File: src/rtl/sprite_pkg.sv
// Shared types for the sprite descriptor path: the packed descriptor record
// and the serial byte index used by the record assembler.
package sprite_pkg;

   typedef struct packed {
      logic [7:0]  id;
      logic [15:0] x;
      logic [15:0] y;
      logic [7:0]  scale;
   } sprite_t;

   localparam int unsigned SPRITE_RECORD_BYTES = 6;

   typedef enum logic [2:0] {
      IDX_ID    = 3'd0,
      IDX_X_HI  = 3'd1,
      IDX_X_LO  = 3'd2,
      IDX_Y_HI  = 3'd3,
      IDX_Y_LO  = 3'd4,
      IDX_SCALE = 3'd5
   } byte_idx_t;

endpackage

File: src/rtl/sprite_record_assembler.sv
// Packs a framed byte stream into sprite descriptors. The final byte is passed
// straight through so the record is complete in the cycle of its commit pulse.
module sprite_record_assembler
   import sprite_pkg::*;
(
   input  logic       clock,
   input  logic       reset,
   input  logic       clear,
   input  logic       frame_en,
   input  logic       byte_valid,
   input  logic [7:0] byte_data,
   output sprite_t    record,
   output logic       commit,
   output logic       frame_abort_partial
);

   byte_idx_t   idx;
   logic [7:0]  id;
   logic [15:0] x;
   logic [15:0] y;

   always_ff @(posedge clock) begin
      if (reset || clear) begin
         idx <= IDX_ID;
      end else if (!frame_en) begin
         idx <= IDX_ID;
      end else if (byte_valid) begin
         case (idx)
            IDX_ID: begin
               id  <= byte_data;
               idx <= IDX_X_HI;
            end
            IDX_X_HI: begin
               x[15:8] <= byte_data;
               idx     <= IDX_X_LO;
            end
            IDX_X_LO: begin
               x[7:0] <= byte_data;
               idx    <= IDX_Y_HI;
            end
            IDX_Y_HI: begin
               y[15:8] <= byte_data;
               idx     <= IDX_Y_LO;
            end
            IDX_Y_LO: begin
               y[7:0] <= byte_data;
               idx    <= IDX_SCALE;
            end
            default: idx <= IDX_ID;
         endcase
      end
   end

   assign commit              = frame_en && byte_valid && (idx == IDX_SCALE);
   assign frame_abort_partial = !frame_en && (idx != IDX_ID);
   assign record              = {id, x, y, byte_data};

endmodule

File: src/rtl/sprite_desc_fifo.sv
// Circular descriptor FIFO between the SPI byte receiver and the renderer,
// with head recirculation to the tail for repeated drawing.
module sprite_desc_fifo
   import sprite_pkg::*;
#(
   parameter int DEPTH = 8,
   parameter int CNT_W = $clog2(DEPTH + 1)
) (
   input  logic             clock,
   input  logic             reset,
   input  logic             clear,
   input  logic             frame_en,
   input  logic             byte_valid,
   input  logic [7:0]       byte_data,
   input  logic             out_ready,
   input  logic             out_recirculate,
   output logic             out_valid,
   output logic [7:0]       sprite_id,
   output logic [15:0]      sprite_x,
   output logic [15:0]      sprite_y,
   output logic [7:0]       sprite_scale,
   output logic [CNT_W-1:0] count,
   output logic             full,
   output logic             empty,
   output logic             overflow,
   output logic             frame_error
);

   localparam int PTR_W = $clog2(DEPTH);

   sprite_t            mem [DEPTH];
   logic [PTR_W-1:0]   rd_ptr;
   logic [PTR_W-1:0]   wr_ptr;
   sprite_t            record;
   sprite_t            head;
   logic               commit;
   logic               abort;
   logic               pop;
   logic               recirc;
   logic               plain_pop;
   logic               commit_ok;
   logic               drop;
   logic [PTR_W-1:0]   rec_ptr;

   sprite_record_assembler u_asm (
      .clock               (clock),
      .reset               (reset),
      .clear               (clear),
      .frame_en            (frame_en),
      .byte_valid          (byte_valid),
      .byte_data           (byte_data),
      .record              (record),
      .commit              (commit),
      .frame_abort_partial (abort)
   );

   assign empty     = (count == '0);
   assign full      = (count == CNT_W'(DEPTH));
   assign out_valid = !empty;
   assign head      = mem[rd_ptr];

   // Full-check uses the pre-edge count, so a same-cycle pop never makes room.
   always_comb begin
      pop       = out_valid && out_ready;
      recirc    = pop && out_recirculate;
      plain_pop = pop && !out_recirculate;
      commit_ok = commit && !full;
      drop      = commit && full;
      rec_ptr   = wr_ptr + PTR_W'(recirc);
   end

   always_ff @(posedge clock) begin
      if (reset || clear) begin
         rd_ptr      <= '0;
         wr_ptr      <= '0;
         count       <= '0;
         overflow    <= 1'b0;
         frame_error <= 1'b0;
      end else begin
         if (recirc) begin
            mem[wr_ptr] <= head;
         end
         if (commit_ok) begin
            mem[rec_ptr] <= record;
         end
         rd_ptr      <= rd_ptr + PTR_W'(pop);
         wr_ptr      <= wr_ptr + PTR_W'(recirc) + PTR_W'(commit_ok);
         count       <= count + CNT_W'(commit_ok) - CNT_W'(plain_pop);
         overflow    <= overflow | drop;
         frame_error <= frame_error | abort;
      end
   end

   always_comb begin
      sprite_id    = 8'd0;
      sprite_x     = 16'd0;
      sprite_y     = 16'd0;
      sprite_scale = 8'd0;
      if (!empty) begin
         sprite_id    = head.id;
         sprite_x     = head.x;
         sprite_y     = head.y;
         sprite_scale = head.scale;
      end
   end

endmodule
File: config.mk
export PLATFORM = sky130hd
export DESIGN_NAME = sprite_desc_fifo
export DESIGN_NICKNAME = d
export VERILOG_FILES = /design/src/rtl/sprite_pkg.sv /design/src/rtl/sprite_record_assembler.sv /design/src/rtl/sprite_desc_fifo.sv
export SDC_FILE = /design/constraint.sdc
export NUM_CORES = 1
export LEC_CHECK = 0
export BUFFER_PORTS_ARGS = -buffer_cell sky130_fd_sc_hd__buf_2
export CAP_MARGIN = 10
export CORE_MARGIN = 2
export CORE_UTILIZATION = 25
export CTS_CLUSTER_DIAMETER = 30
export DETAILED_ROUTE_END_ITERATION = 7
export PLACE_DENSITY = 0.51
export SYNTH_ARGS = -nofsm -noshare
export SYNTH_HDL_FRONTEND = slang
export SYNTH_HIERARCHICAL = 1
export SYNTH_SLANG_ARGS = --single-unit
File: constraint.sdc
create_clock -name clock -period 15.7 [get_ports clock]
set_clock_uncertainty 0.2 [all_clocks]
set_input_delay 0.785 -clock clock [delete_from_list [all_inputs] [get_ports clock]]
set_output_delay 0.785 -clock clock [all_outputs]
set_load 0.02 [all_outputs]
==> run metrics <==
total gr overflow 0; drt pass-1 iters 5; Die ar. approximately 0.092 mm²; vias in the first global route 13.04k; number of flops mapped to enable cells by yosys approximately 420; Pwr Density between 100 and 150 mW/mm²; pins over their slew limit 0; Avg Inst Size Synth 18.52 µm²; gr usage total 0.1322; DR vias about 12k; final WL about 60 mm; initial antenna violation count 3; DPL Wire Length 30.29 mm; Post-synth ARST share 0; Starting Density 0.2528; largest net degree at the start of global routing between 50 and 60; post-synthesis sequential area ratio 0.5826; Row Count around 110; cts hold-fix bufs 0; CTS root buffer clkbuf_16; drt drc 0; critical path endpoint category output port; port buffer count approximately 70; ys flop type edfxtp_1; final net count ~1.4k; max cap viols 0; worst min-delay path category in -> reg; Netlist cell types just over 40; Post-CTS Setup Bufs 0; Worst EP required about 15,000 ps; Fin. Hold Viols 0; WS Path Type reg -> out; post-synthesis net count between 1k and 1.5k; maximum fanout along the worst path 44; synth warn 6; peak supply drop between 0.09 and 0.1 mV; Routed Antenna Nets 0; outcome completed; DR iter-0 viols ~830; CTS Buffer Depth 3; clock sinks 439; # setup viols final 0; RSZ-0062 raised after global routing no; Setup TNS 0 ps; Clk pin slew, worst setup/hold paths roughly 40 ps; H-tree levels 3; synthesis-to-layout area growth 23.88%; max frequency around 0.19 GHz; Final Cycle Share 0.3366; Worst Setup Slack, final 10,420 ps; CP Launch Type flip-flop; Core Region between 0.08 and 0.09 mm²; CTS resizes 0; CTS tree built; GP Congestion 0.6874; synthesized area ~0.022 mm²; Die Span X between 300 and 400 µm; Via density between 4 and 5; share of cells above drive strength 1 0.5667; latest clock arrival within the worst-skew pair 640 ps; Leak 9.826 nW; die height between 300 and 400 µm; CP Data Arrival Time about 4300 ps; total CTS buffers between 100 and 150; Seq cells post-synth 439; dpl ws between 10,000 and 15,000 ps; worst slew pin tran about 1300 ps; Tmin final about 5300 ps; Ports 72; max_slew headroom 0.1643; first-pass GRT wire length between 80 and 90 mm; Mapped Cells around 1.2k; post-DR wirelength/cell ~23 µm
## critical path, cell delays in order (launching register included)
cell     delay (ps)
dfxtp_4         470
buf_4           820
buf_4           920
mux4_2          610
mux2_2          360
and2_1          240
buf_2           180
## cells in the mapped netlist, types with 3 or more instances
cell      number  share of area
edfxtp_1     424           0.57
mux2_2       232           0.12
mux2_4       200           0.13
mux4_2        96          0.097
and2_1        55          0.015
buf_2         36         0.0081
nor2_1        22         0.0037
buf_4         21         0.0070
dfxtp_1       15          0.013
clkbuf_1      14         0.0023
nand2_1       12         0.0020
ha_1          11         0.0062
inv_1          7         0.0012
buf_12         6         0.0054
nand2b_1       6         0.0017
xnor2_1        6         0.0023
a21oi_1        4        0.00089
buf_1          4        0.00067
o22ai_1        4         0.0011
nand4_1        3        0.00084
o21ai_0        3        0.00067
## layout by cell type, fill, tap and decap left out, types with 2 or more instances in the layout
cell        count
a21o_1          2
a21oi_1         4
and2_1         55
buf_2          71
buf_4          24
buf_6           2
bufinv_16      16
clkbuf_1       20
clkbuf_16     113
clkinv_1       28
clkinv_2       16
clkinv_8        4
clkinvlp_4      5
dfxtp_1        12
dfxtp_4         3
edfxtp_1      424
ha_1           11
inv_1           7
mux2_2        232
mux2_4        200
mux4_2         96
nand2_1         7
nand2_4         4
nand2b_1        6
nand3b_1        2
nand4_1         3
nand4b_1        2
nor2_1         18
nor2_4          4
nor2b_1         2
o21ai_4         2
o22ai_4         4
o31ai_4         2
or3b_4          2
xnor2_1         6
## report_power, final
group | internal, mW | switching, mW
clock | 1.55 | 0.671
combinational | 0.00244 | 0.0106
sequential | 1.27 | 0.00102
## cell families after synthesis
family | synth area share
compound gates | 0.004418
xor+xnor | 0.002741
simple gates | 0.02953
buf+inv | 0.02606
fa+ha+maj | 0.007047
mux | 0.3477
flops | 0.5826
## metrics by stage
stage | util | power, mW | cells | instance area, µm² | hold slack [ps]
2_1_floorplan | - | 1.297 | 1208 | 22370 | 317.9
3_3_place_gp | 0.2711 | 1.305 | 2384 | 24000 | 247.9
3_5_place_dp | 0.2714 | 1.305 | 2386 | 24020 | 254.5
4_1_cts | 0.3131 | 3.541 | 2589 | 27710 | 230.9
5_1_grt | 0.3131 | 3.608 | 2589 | 27710 | 255.5
6_report | 0.3131 | 3.510 | 2590 | 27710 | 263.5
## path summary, 6_finish.rpt
| kind | depth (start not counted) | startpoint | slack, ps | to |
|---|---|---|---|---|
| worst max-delay path | 6 | rd_ptr[0] | 10420 | sprite_id[7] |
| worst min-delay path | 3 | frame_en | 260 | u_asm/idx[2] |
| worst max register to register | 13 | count[2] | 10500 | mem[0][22] |
| worst min register to register | 2 | frame_error | 290 | frame_error |
## layout make-up
cell class | instances | area, µm²
flip-flops and latches | 439 | 13040
fillers | 8522 | 60800
clock buffers | 133 | 2903
diodes | 1 | 2.502
clock inverters | 70 | 788.3
inverters | 8 | 30.03
multi-input cells | 677 | 8930
well taps | 1165 | 1458
repair buffers | 97 | 558.0
## per-layer routing
| metal | global-route usage | up-vias | wire (µm) |
|---|---|---|---|
| met4 | 0.03906 | 0 | 1129 |
| met5 | 0 | - | 0 |
| met2 | 0.2227 | 273 | 29760 |
| li1 | - | 5142 | - |
| met1 | 0.1727 | 6314 | 26770 |
| met3 | 0.02499 | 98 | 2431 |
## registers in the layout (all words and copies together), names as in the netlist
signal	count
mem	384
count	4
frame_error	1
u_asm/idx	3
overflow	1
wr_ptr	3
u_asm/y	16
u_asm/x	16
u_asm/id	8
rd_ptr	3
(Power assumes the default switching activity.)
